==> config.mk <==
export PLATFORM = sky130hd
export DESIGN_NAME = mem_arbiter_flat
export DESIGN_NICKNAME = d
export VERILOG_FILES = /design/src/rtl/mem_arbiter_if.sv /design/src/rtl/mem_arbiter.sv /design/src/flat_wrapper.sv
export SDC_FILE = /design/constraint.sdc
export NUM_CORES = 1
export LEC_CHECK = 0
export BUFFER_PORTS_ARGS = -buffer_cell sky130_fd_sc_hd__buf_2
export CAP_MARGIN = 40
export CORE_MARGIN = 5
export CORE_UTILIZATION = 46
export CTS_CLUSTER_SIZE = 14
export DETAILED_ROUTE_END_ITERATION = 10
export PLACE_DENSITY = 0.89
export SLEW_MARGIN = 20
export SYNTH_ARGS = -nofsm -noshare
export SYNTH_HDL_FRONTEND = slang
export SYNTH_SLANG_ARGS = --single-unit
==> constraint.sdc <==
create_clock -name clk -period 2.16 [get_ports clk]
set_clock_uncertainty 0.2 [all_clocks]
set_input_delay 0 -clock clk [delete_from_list [all_inputs] [get_ports clk]]
set_output_delay 0 -clock clk [all_outputs]
set_load 0.005 [all_outputs]
==> src/rtl/mem_arbiter_if.sv <==
// Bundle of requester, bus and status signals around the I/D memory arbiter.
// master is the arbiter's view; slave is the environment (fetch, LSU, memory controller).
interface mem_arbiter_if;
  logic        i_req;
  logic [31:0] i_addr;
  logic        i_ack;
  logic [31:0] i_rdata;
  logic        d_req;
  logic        d_we;
  logic [31:0] d_addr;
  logic [31:0] d_wdata;
  logic        d_ack;
  logic [31:0] d_rdata;
  logic        err;
  logic [31:0] bus_addr;
  logic [31:0] bus_wdata;
  logic        bus_rd;
  logic        bus_wr;
  logic        bus_busy;
  logic [31:0] bus_rdata;
  logic [1:0]  owner;

  modport master (
    input  i_req, i_addr, d_req, d_we, d_addr, d_wdata, bus_busy, bus_rdata,
    output i_ack, i_rdata, d_ack, d_rdata, err, bus_addr, bus_wdata, bus_rd, bus_wr, owner
  );

  modport slave (
    output i_req, i_addr, d_req, d_we, d_addr, d_wdata, bus_busy, bus_rdata,
    input  i_ack, i_rdata, d_ack, d_rdata, err, bus_addr, bus_wdata, bus_rd, bus_wr, owner
  );
endinterface

==> src/rtl/mem_arbiter.sv <==
// Serialises instruction-fetch and load/store accesses onto one memory port:
// D has priority, I is forced through after STARVE_LIMIT back-to-back D wins, bus stalls time out.
module mem_arbiter #(
  parameter int STARVE_LIMIT = 3,
  parameter int TIMEOUT      = 64
) (
  input logic          clk,
  input logic          rst,
  mem_arbiter_if.master arb
);
  localparam int SW = (STARVE_LIMIT < 1) ? 1 : $clog2(STARVE_LIMIT + 1);
  localparam int TW = (TIMEOUT < 2) ? 1 : $clog2(TIMEOUT + 1);
  localparam logic [SW-1:0] STARVE_MAX = SW'(STARVE_LIMIT);
  localparam logic [TW-1:0] TMO_LAST   = TW'(TIMEOUT - 1);
  localparam logic [1:0]    OWN_NONE   = 2'b00;
  localparam logic [1:0]    OWN_I      = 2'b01;
  localparam logic [1:0]    OWN_D      = 2'b10;

  typedef enum logic [1:0] {IDLE, ISSUE, WAIT, RESP} state_t;

  state_t        state_q;
  logic [1:0]    owner_q;
  logic [SW-1:0] starve_q;
  logic [TW-1:0] tmo_q;
  logic          we_q;
  logic [31:0]   addr_q, wdata_q;
  logic          bus_rd_q, bus_wr_q;
  logic          i_ack_q, d_ack_q, err_q;
  logic [31:0]   i_rdata_q, d_rdata_q;

  logic          pick_i_d, pick_d_d;
  logic [31:0]   rdata_d;

  always_comb begin
    pick_i_d = arb.i_req && (!arb.d_req || starve_q == STARVE_MAX);
    pick_d_d = arb.d_req && !pick_i_d;
    rdata_d  = we_q ? 32'h0 : arb.bus_rdata;
  end

  always_ff @(posedge clk or negedge rst) begin
    if (!rst) begin
      state_q   <= IDLE;
      owner_q   <= OWN_NONE;
      starve_q  <= '0;
      tmo_q     <= '0;
      we_q      <= 1'b0;
      addr_q    <= '0;
      wdata_q   <= '0;
      bus_rd_q  <= 1'b0;
      bus_wr_q  <= 1'b0;
      i_ack_q   <= 1'b0;
      d_ack_q   <= 1'b0;
      err_q     <= 1'b0;
      i_rdata_q <= '0;
      d_rdata_q <= '0;
    end else begin
      // strobes and response pulses are single-cycle unless re-armed below
      bus_rd_q  <= 1'b0;
      bus_wr_q  <= 1'b0;
      i_ack_q   <= 1'b0;
      d_ack_q   <= 1'b0;
      err_q     <= 1'b0;
      i_rdata_q <= '0;
      d_rdata_q <= '0;
      case (state_q)
        IDLE: begin
          if (pick_i_d) begin
            owner_q  <= OWN_I;
            addr_q   <= arb.i_addr;
            we_q     <= 1'b0;
            starve_q <= '0;
            bus_rd_q <= 1'b1;
            state_q  <= ISSUE;
          end else if (pick_d_d) begin
            owner_q  <= OWN_D;
            addr_q   <= arb.d_addr;
            wdata_q  <= arb.d_wdata;
            we_q     <= arb.d_we;
            bus_rd_q <= !arb.d_we;
            bus_wr_q <= arb.d_we;
            if (arb.i_req && starve_q != STARVE_MAX)
              starve_q <= starve_q + SW'(1);
            state_q  <= ISSUE;
          end else begin
            owner_q <= OWN_NONE;
          end
        end
        ISSUE: begin
          tmo_q   <= '0;
          state_q <= WAIT;
        end
        WAIT: begin
          if (!arb.bus_busy) begin
            i_ack_q   <= (owner_q == OWN_I);
            d_ack_q   <= (owner_q == OWN_D);
            i_rdata_q <= (owner_q == OWN_I) ? rdata_d : 32'h0;
            d_rdata_q <= (owner_q == OWN_D) ? rdata_d : 32'h0;
            state_q   <= RESP;
          end else if (tmo_q == TMO_LAST) begin
            i_ack_q <= (owner_q == OWN_I);
            d_ack_q <= (owner_q == OWN_D);
            err_q   <= 1'b1;
            state_q <= RESP;
          end else begin
            tmo_q <= tmo_q + TW'(1);
          end
        end
        RESP: begin
          owner_q <= OWN_NONE;
          state_q <= IDLE;
        end
        default: state_q <= IDLE;
      endcase
    end
  end

  assign arb.i_ack     = i_ack_q;
  assign arb.i_rdata   = i_rdata_q;
  assign arb.d_ack     = d_ack_q;
  assign arb.d_rdata   = d_rdata_q;
  assign arb.err       = err_q;
  assign arb.bus_addr  = addr_q;
  assign arb.bus_wdata = wdata_q;
  assign arb.bus_rd    = bus_rd_q;
  assign arb.bus_wr    = bus_wr_q;
  assign arb.owner     = owner_q;
endmodule

==> src/flat_wrapper.sv <==
// flat-port wrapper written by rule: the top's interface ports become plain ports
module mem_arbiter_flat 
#(
  parameter int STARVE_LIMIT = 3,
  parameter int TIMEOUT      = 64
)
  (clk, rst, arb_i_req, arb_i_addr, arb_d_req, arb_d_we, arb_d_addr, arb_d_wdata, arb_bus_busy, arb_bus_rdata, arb_i_ack, arb_i_rdata, arb_d_ack, arb_d_rdata, arb_err, arb_bus_addr, arb_bus_wdata, arb_bus_rd, arb_bus_wr, arb_owner);
  mem_arbiter_if arb_i ();
  input logic clk;
  input logic rst;
  input wire logic [$bits(arb_i.i_req)-1:0] arb_i_req;
  input wire logic [$bits(arb_i.i_addr)-1:0] arb_i_addr;
  input wire logic [$bits(arb_i.d_req)-1:0] arb_d_req;
  input wire logic [$bits(arb_i.d_we)-1:0] arb_d_we;
  input wire logic [$bits(arb_i.d_addr)-1:0] arb_d_addr;
  input wire logic [$bits(arb_i.d_wdata)-1:0] arb_d_wdata;
  input wire logic [$bits(arb_i.bus_busy)-1:0] arb_bus_busy;
  input wire logic [$bits(arb_i.bus_rdata)-1:0] arb_bus_rdata;
  output wire logic [$bits(arb_i.i_ack)-1:0] arb_i_ack;
  output wire logic [$bits(arb_i.i_rdata)-1:0] arb_i_rdata;
  output wire logic [$bits(arb_i.d_ack)-1:0] arb_d_ack;
  output wire logic [$bits(arb_i.d_rdata)-1:0] arb_d_rdata;
  output wire logic [$bits(arb_i.err)-1:0] arb_err;
  output wire logic [$bits(arb_i.bus_addr)-1:0] arb_bus_addr;
  output wire logic [$bits(arb_i.bus_wdata)-1:0] arb_bus_wdata;
  output wire logic [$bits(arb_i.bus_rd)-1:0] arb_bus_rd;
  output wire logic [$bits(arb_i.bus_wr)-1:0] arb_bus_wr;
  output wire logic [$bits(arb_i.owner)-1:0] arb_owner;
  assign arb_i.i_req = arb_i_req;
  assign arb_i.i_addr = arb_i_addr;
  assign arb_i.d_req = arb_d_req;
  assign arb_i.d_we = arb_d_we;
  assign arb_i.d_addr = arb_d_addr;
  assign arb_i.d_wdata = arb_d_wdata;
  assign arb_i.bus_busy = arb_bus_busy;
  assign arb_i.bus_rdata = arb_bus_rdata;
  assign arb_i_ack = arb_i.i_ack;
  assign arb_i_rdata = arb_i.i_rdata;
  assign arb_d_ack = arb_i.d_ack;
  assign arb_d_rdata = arb_i.d_rdata;
  assign arb_err = arb_i.err;
  assign arb_bus_addr = arb_i.bus_addr;
  assign arb_bus_wdata = arb_i.bus_wdata;
  assign arb_bus_rd = arb_i.bus_rd;
  assign arb_bus_wr = arb_i.bus_wr;
  assign arb_owner = arb_i.owner;
  mem_arbiter #(.STARVE_LIMIT(STARVE_LIMIT), .TIMEOUT(TIMEOUT)) u_core (.clk(clk), .rst(rst), .arb(arb_i));
endmodule
==> metrics, run 1 <==
outcome completed; post-synthesis cell area 5664 sq um; Post-Place Cell Area 7293 sq um; delay-heaviest family, CP simple AND/OR/NAND/NOR gates; vias in the first global route 5,614; Hold Path Class in -> reg; stages on the worst setup path 6; Routed WL 18,980 um; area leader, netlist dfrtp_1; CTS tree yes; CP Launch Point u_core.state_q[0]; setup bufs post-CTS 0; Root Buffer clkbuf_16; Core Area 12,060 sq um; Cell Chain, Critical Path inv_1 > ha_1 > nand3b_1 > nor3_2 > buf_12 > and2_1; commonest cells in the netlist dfrtp_1, and2_1, nand2_1; total iterations of the first detailed-routing run 4; Finished Cell Area 9206 sq um; count leader, synth dfrtp_1; VDD IR max 0.0005023 V; total number of vias 5,030; total congestion overflow 0; Worst Path Buf+Inv 2; post-route setup slack 270.1 ps; Die Y 121.0 um; layout cells sized above 1 0.3709; input/output buffers 268; nets@finish 987; # DRC 0; Synth area leaders dfrtp_1, and2_1, mux2_1, mux2i_1, o21ai_1; post-synthesis cell type count 36; most used flip-flop cell after synthesis dfrtp_1; H-tree Lvls 4; hpwl dp 10,640 um; Finished Core Util 0.7633; Initial Util 0.4696; Synth Instances 436; area grow syn2layout 62.54%; delay of the slowest cell on the worst path 410 ps; initial drt markers 341; Max Cap Viol 0; syn avg cell area 12.99 sq um; deepest clock path buffer count 2; Crit Path Category reg -> reg; placed cells 862; fin crit share 0.8749; Power Density 1035 nW/um^2; Async SR Flop Fraction 1.000; FF-to-FF End u_core.arb.d_rdata[15]; pre-CTS WS 310.4 ps; CTS clk-pin slew, worst paths 60 ps; RePlAce Congestion 0.8134; Leakage Power 4.906 nW; Post-synth EDFFs 0; Yosys top cell area share 0.6494; cts hold-fix bufs 134; slowest CP cell dfrtp_1; post-layout minimum cycle time 1890 ps; Routed Antenna Nets 0; Setup-failing EPs final 0; Syn Nets 576; CP Data Arrival Time 2030 ps; Vias/cell 4.879; Max Slew Vio Count 0; largest net degree at the start of global routing 63; first-pass GRT wire length 29,470 um; global-route usage over all layers 0.2636; synth warn 0; Worst setup endpoint u_core.arb.d_rdata[15]; reg2reg setup slack 270 ps; Worst Setup End Kind flip-flop; maximum net fanout on the critical path 30; post-cts sizing count 0; Routed WL per cell 18.41 um; CP startpoint kind flip-flop; CTS Buf Count 17; Die Wd 121.0 um; RSZ-0062 raised after global routing no; FF-to-FF Start u_core.state_q[0]; Slew HR 0.6083; Least-Margin Pin Slew 587.5 ps; post-route insts no fill 1,031; TNS Setup 0 ps; antenna violations before repair 1; Boundary Pins 269; die footprint 14,630 sq um; FILL cells 718; final-report hold violation count 0; Req. time, crit path 2300 ps; #FFs+latches synth 147; clock sink count 147; post-synthesis sequential area ratio 0.6494; FP Rows 40; latest clock arrival within the worst-skew pair 410 ps; Max Freq 529.1 MHz; cells on worst reg2reg path 6
## cell type report
class | instances | area (sq um) | area share
Antenna cell | 3 | 7.507 | 0.0008154
Clock buffer | 21 | 460.4 | 0.05001
Clock inverter | 11 | 103.9 | 0.01128
Inverter | 4 | 15.01 | 0.001631
Multi-Input combinational cell | 263 | 1877 | 0.2039
Sequential cell | 147 | 3679 | 0.3996
Tap cell | 168 | 210.2 | 0.02283
Timing Repair Buffer | 414 | 2854 | 0.3100
## per-layer routing
layer	track usage	routed length, um	up-vias
li1	-	-	2290
met1	0.2671	6413	2417
met2	0.4849	10310	250
met3	0.06713	1313	73
met4	0.1537	952	0
met5	0	0	-
## report_power, final
group	internal, mW	switching, mW	total (mW)
sequential	3.49	0.422	3.92
clock	1.65	1.14	2.79
combinational	1.41	1.41	2.82
## worst min-delay path by stage
stage | from | end | slack, ps | cells after the start
CTS | arb_d_wdata[12] | u_core.arb.bus_wdata[12] | 110 | 3
detailed placement | rst | u_core.arb.d_rdata[21] | -180 | 1
finish | arb_d_we | u_core.arb.bus_rd | 150 | 3
floorplan | rst | u_core.arb.bus_addr[0] | -500 | 0
global route | arb_bus_rdata[3] | u_core.arb.i_rdata[3] | 150 | 3
global placement | rst | u_core.arb.i_rdata[21] | -180 | 1
## layout by cell type (no fill, tap or decap), types with 2 or more instances in the layout
cell type	synthesis	routed
nor2_1	12	12
mux2_1	33	33
ha_1	6	6
dlygate4sd3_1	0	134
a41oi_1	2	2
nor3_1	7	5
nand3b_1	3	3
a21oi_1	6	6
clkinv_2	0	2
nor3_2	0	2
clkbuf_1	8	2
buf_4	4	6
nor3b_1	2	2
nand2_1	38	38
inv_1	4	4
dfrtp_1	147	147
nand3_1	6	6
clkinv_4	0	2
buf_12	0	6
and2_1	61	61
clkbuf_16	0	17
o21ai_1	36	35
clkinvlp_4	0	5
o21ai_4	1	2
nand2b_1	2	2
clkbuf_8	0	2
mux2i_1	33	33
buf_2	8	267
diode_2	0	3
## state kept, by name (all words and copies together), names as in the netlist
signal and flops:
u_core.arb.bus_addr 32, u_core.arb.bus_rd 1, u_core.arb.bus_wdata 32, u_core.arb.bus_wr 1
u_core.arb.d_ack 1, u_core.arb.d_rdata 32, u_core.arb.err 1, u_core.arb.i_ack 1
u_core.arb.i_rdata 32, u_core.arb.owner 2, u_core.starve_q 2, u_core.state_q 2
u_core.tmo_q 7, u_core.we_q 1
## kinds of logic after synthesis
kind of cell               synth area share
DFF                                  0.6494
and+or+nand+nor                      0.1279
muxes                                0.1259
AOI/OAI and AO/OA                   0.05766
buffers and inverters               0.02430
adders and majority gates           0.01325
xor gates and xnor gates           0.001547
## stage by stage
step	power, mW	hold WS, ps
2_1_floorplan	5.185	-495.6
3_3_place_gp	6.343	-182.9
3_5_place_dp	6.480	-178.7
4_1_cts	9.430	113.9
5_1_grt	10.04	145.3
6_report	9.527	145.0
## worst min-delay path, cell delays in order
cell and delay [ps]:
dlygate4sd3_1 540, buf_2 110, a21oi_1 50
Note: power is estimated with default switching activity, not from simulation.
==> inputs of run 2 (changes only) <==
- CELL_PAD_IN_SITES_DETAIL_PLACEMENT: unset -> 1
- CELL_PAD_IN_SITES_GLOBAL_PLACEMENT: unset -> 1
- CORE_UTILIZATION: 46 -> 35
- SETUP_SLACK_MARGIN: unset -> 0.15
==> run 2 against run 1 <==
Combinational power is 3% higher. Sequential cell count stayed put. Sequential power barely moved. Hold slack worse by 5.6 ps. Sequential share of layout area shrank 0.72 points. Via count decreased by 0.89%. Critical endpoint is now u_core.state_q[1]. Largest power group unchanged.
==> metrics, run 2 (synthesized netlist as in run 1, its figures left out) <==
Post-Place Cell Area 7363 sq um (+0.96%); latest clock arrival within the worst-skew pair 410 ps (about the same); deepest clock path buffer count 2 (unchanged); delay-heaviest family, CP flip-flops; CTS Buf Count 17 (unchanged); commonest non-fill, non-tap cell in the layout buf_2; reg2reg setup slack 280 ps (about the same); setup bufs post-CTS 0 (unchanged); Routed WL per cell 19.34 um (+5.0%); global-route usage over all layers 0.2272 (-0.03642); FF-to-FF End u_core.state_q[1]; Finished Cell Area 9375 sq um (+1.8%); Max Freq 531.5 MHz (+0.45%); total congestion overflow 0 (unchanged); cells on worst reg2reg path 5 (-1); Hold Slack 139.4 ps (-5.628 ps); Setup-failing EPs final 0 (unchanged); FF-to-FF Start u_core.tmo_q[0]; CTS tree yes; antenna violations before repair 4 (+3); slowest CP cell dfrtp_1; initial drt markers 148 (-57%); first-pass GRT wire length 32,370 um (+9.8%); Vias/cell 4.620 (-5.3%); Slew HR 0.7788 (+0.1705); die footprint 18,830 sq um (+29%); Initial Util 0.3566 (-0.1130); cts hold-fix bufs 135 (+0.75%); largest net degree at the start of global routing 67 (+6.3%); HP Start arb_d_we; RSZ-0062 raised after global routing no; clock sink count 147 (unchanged); maximum net fanout on the critical path 5 (-83%); layout cells sized above 1 0.3714 (+0.0004318); final-report hold violation count 0 (unchanged); Boundary Pins 269 (unchanged); total number of vias 4,985 (-0.89%); Least-Margin Pin Slew 331.7 ps (-255.8 ps); vias in the first global route 6,057 (+7.9%); Hold Path Class in -> reg; CP startpoint kind flip-flop; VDD IR max 0.0006270 V (+25%); WHS Endpoint u_core.arb.bus_rd; Routed Antenna Nets 0 (unchanged); placed cells 908 (+5.3%); TNS Setup 0 ps (unchanged); Req. time, crit path 2250 ps (-50 ps); H-tree Lvls 4 (unchanged); post-cts sizing count 0 (unchanged); Finished Core Util 0.5902 (-0.1731); # DRC 0 (unchanged); outcome completed; fin crit share 0.8710 (-0.003947); Routed WL 20,870 um (+9.9%); area grow syn2layout 65.52%; post-route insts no fill 1,079 (+4.7%); CP Data Arrival Time 1970 ps (-60 ps); delay of the slowest cell on the worst path 430 ps (+20 ps); Cell Chain, Critical Path ha_1 > nand2b_1 > o21ai_4 > a2bb2oi_2 > mux2_1; input/output buffers 268 (unchanged); Die Y 137.2 um (+13%); Core Area 15,890 sq um (+32%); Worst Setup End Kind flip-flop; Power Density 1070 nW/um^2 (+3.4%); Crit Path Category reg -> reg; total iterations of the first detailed-routing run 4 (unchanged); Root Buffer clkbuf_16; Max Cap Viol 0 (unchanged); FP Rows 46 (+15%); hpwl dp 12,260 um (+15%); hold path cells 3 (unchanged); Max Slew Vio Count 0 (unchanged); Leakage Power 4.969 nW (+1.3%); most frequent cells in the layout buf_2, dfrtp_1, dlygate4sd3_1; Die Wd 137.2 um (+13%); post-layout minimum cycle time 1881 ps (-8.526 ps); Worst Path Buf+Inv 0 (-2); RePlAce Congestion 0.7975 (-2.0%); nets@finish 986 (-0.10%); CTS clk-pin slew, worst paths 60 ps (about the same)
[run 2: changes by cell type in the layout (fill, tap and decap cells not counted)]
cell / change
diode_2: +1
clkbuf_8: -1
buf_4: -4
clkbuf_1: -1
buf_12: +3
clkinvlp_4: -5
inv_6: +2
clkinv_2: -1
bufinv_16: +3
inv_8: +1
clkinv_4: +2
[run 2: worst min-delay path, cell delays in order]
cell and delay (ps):
dlygate4sd3_1 530, buf_2 120, a21oi_1 50
[run 2: per-stage QoR]
stage	worst slack (ps)	power, mW
2_1_floorplan	345.4	5.185
3_3_place_gp	362.8	6.408
3_5_place_dp	284.7	6.581
4_1_cts	267.9	9.962
5_1_grt	162.8	10.65
6_report	278.7	10.03
[run 2: worst max path at each step]
stage | startpoint | end | cells past startpoint
after global routing | u_core.tmo_q[0] | u_core.state_q[1] | 5
after detailed placement | u_core.tmo_q[0] | u_core.state_q[1] | 5
after global placement | u_core.tmo_q[0] | u_core.state_q[1] | 5
after CTS | u_core.tmo_q[0] | u_core.state_q[1] | 5
final | u_core.tmo_q[0] | u_core.state_q[1] | 5
after floorplan | u_core.state_q[0] | u_core.arb.bus_wdata[0] | 6
[run 2: power breakdown]
| part | total [mW] | internal (mW) | switching (mW) |
|---|---|---|---|
| sequential | 3.95 | 3.50 | 0.450 |
| combinational | 2.91 | 1.42 | 1.49 |
| clock | 3.17 | 1.99 | 1.18 |
| total | 10.0 | 6.90 | 3.13 |
[run 2: final cells by class]
cell class	instances	area, sq um
Fill cell	1711	6510
Tap cell	216	270.3
Clock inverter	13	197.7
Inverter	4	15.01
Multi-Input combinational cell	263	1877
Sequential cell	147	3679
Clock buffer	19	442.9
Timing Repair Buffer	413	2884
Antenna cell	4	10.01
[run 2: layer usage]
layer  track usage  part of all wire
met5             0                 0
met4        0.1286             0.045
met3       0.05698             0.052
met2        0.4390              0.57
met1        0.2149              0.33
==> inputs of run 3 (changes only) <==
- MAX_ROUTING_LAYER: unset -> met4
- RECOVER_POWER: unset -> 100
==> run 3 against run 2 <==
First-iteration DRC count up 11%. Power down 2.4%. Clock-buffer cell count unchanged. Register-to-register slack worse by 70 ps. Combinational power down 9.3%. Critical path depth unchanged. Highest routed layer unchanged.
==> metrics, run 3 (synthesized netlist as in run 1, its figures left out) <==
outcome completed; CTS clk-pin slew, worst paths 60 ps (about the same); CTS Buf Count 17 (unchanged); total congestion overflow 0 (unchanged); TNS Setup 0 ps (unchanged); nets@finish 986 (unchanged); Setup-failing EPs final 0 (unchanged); FP Rows 46 (unchanged); VDD IR max 0.0006276 V (about the same); Root Buffer clkbuf_16; # DRC 0 (unchanged); post-cts sizing count 0 (unchanged); Initial Util 0.3566 (unchanged); reg2reg setup slack 210 ps (-70 ps); die footprint 18,830 sq um (unchanged); Power Density 1071 nW/um^2 (+0.14%); placed cells 908 (unchanged); final-report hold violation count 0 (unchanged); Finished Cell Area 9136 sq um (-2.5%); deepest clock path buffer count 2 (unchanged); Crit Path Category reg -> reg; RePlAce Congestion 0.8089 (+1.4%); clock sink count 147 (unchanged); Max Freq 512.6 MHz (-3.6%); layout cells sized above 1 0.2224 (-0.1490); Vias/cell 4.619 (about the same); Die Y 137.2 um (unchanged); initial drt markers 165 (+11%); Finished Core Util 0.5751 (-0.01504); area grow syn2layout 61.30%; Post-Place Cell Area 7363 sq um (unchanged); FF-to-FF Start u_core.tmo_q[0]; fin crit share 0.9031 (+0.03215); post-route insts no fill 1,079 (unchanged); maximum net fanout on the critical path 5 (unchanged); Boundary Pins 269 (unchanged); FILL cells 1,805 (+5.5%); Max Slew Vio Count 0 (unchanged); Leakage Power 4.473 nW (-10%); total number of vias 4,984 (-0.020%); CP startpoint kind flip-flop; CP Data Arrival Time 2050 ps (+80 ps); Max Cap Viol 0 (unchanged); Core Area 15,890 sq um (unchanged); Hold Slack 138.5 ps (-0.9540 ps); Routed WL 20,960 um (+0.44%); Slew HR 0.4414 (-0.3374); Routed WL per cell 19.42 um (+0.44%); antenna violations before repair 4 (unchanged); FF-to-FF End u_core.state_q[1]; Req. time, crit path 2260 ps (about the same); setup bufs post-CTS 0 (unchanged); Worst Setup End Kind flip-flop; vias in the first global route 6,065 (+0.13%); hpwl dp 12,260 um (unchanged); input/output buffers 268 (unchanged); Hold Path Class in -> reg; H-tree Lvls 4 (unchanged); CTS tree yes; Worst setup endpoint u_core.state_q[1]; first-pass GRT wire length 32,350 um (about the same); total iterations of the first detailed-routing run 4 (unchanged); Routed Antenna Nets 0 (unchanged); most frequent cells in the layout buf_2, dfrtp_1, dlygate4sd3_1; RSZ-0062 raised after global routing no; CP Launch Point u_core.tmo_q[0]; global-route usage over all layers 0.2342 (+0.007056); Die Wd 137.2 um (unchanged); cells on worst reg2reg path 5 (unchanged); largest net degree at the start of global routing 67 (unchanged); post-layout minimum cycle time 1951 ps (+69.44 ps); Least-Margin Pin Slew 837.8 ps (+506.1 ps); latest clock arrival within the worst-skew pair 410 ps (about the same)
[run 3: cell count changes in the layout (fill, tap and decap cells not counted), moves of 3 or more]
cell and change:
clkbuf_1 +122, buf_12 -3, and2_1 -24, buf_2 -120, and2_0 +24, o21ai_1 -30, o21ai_0 +31
[run 3: per-stage QoR]
step / total power [mW] / setup slack, ps
after floorplan: 5.185 / 345.4
after global placement: 6.408 / 362.8
after detailed placement: 6.581 / 284.7
after CTS: 9.962 / 267.9
after global routing: 10.39 / 85.51
final: 9.788 / 209.2
[run 3: metal layers]
| metal | vias to the layer above | global-route usage | wire (um) |
|---|---|---|---|
| li1 | 2301 | - | - |
| met1 | 2458 | 0.2220 | 7107 |
| met2 | 172 | 0.4384 | 12060 |
| met3 | 53 | 0.04894 | 919 |
| met4 | 0 | 0.1286 | 871 |
| met5 | - | - | 0 |
[run 3: layout make-up]
type                            instances  area, sq um  share of cell area
Inverter                                4        15.01            0.001643
Clock inverter                         13        197.7             0.02164
Clock buffer                           19        442.9             0.04848
Timing Repair Buffer                  413         2686              0.2940
Sequential cell                       147         3679              0.4026
Antenna cell                            4        10.01            0.001096
Tap cell                              216        270.3             0.02958
Multi-Input combinational cell        263         1836              0.2009
[run 3: timing repair]
action                     4_1_cts  5_1_grt
setup endpoints to repair        0        0
hold buffers                   135        0
hold endpoints to repair       294        0
[run 3: worst min path at each step]
stage / startpoint / endpoint / slack (ps) / cells past startpoint
finish: arb_bus_rdata[13] / u_core.arb.d_rdata[13] / 140 / 3
global route: arb_bus_rdata[10] / u_core.arb.i_rdata[10] / 140 / 3
CTS: arb_bus_rdata[11] / u_core.arb.d_rdata[11] / 120 / 3
detailed placement: rst / u_core.arb.i_rdata[15] / -280 / 1
global placement: rst / u_core.arb.i_rdata[12] / -280 / 1
floorplan: rst / u_core.arb.bus_addr[0] / -500 / 0
[run 3: power breakdown]
group / switching, mW / internal, mW
combinational: 1.46 / 1.18
clock: 1.19 / 1.99
sequential: 0.470 / 3.50
[run 3: critical path, stage by stage, from the launching register on]
cell	delay [ps]
dfrtp_1	430
ha_1	270
nand2b_1	160
o21ai_4	200
a2bb2oi_1	240
mux2_1	340
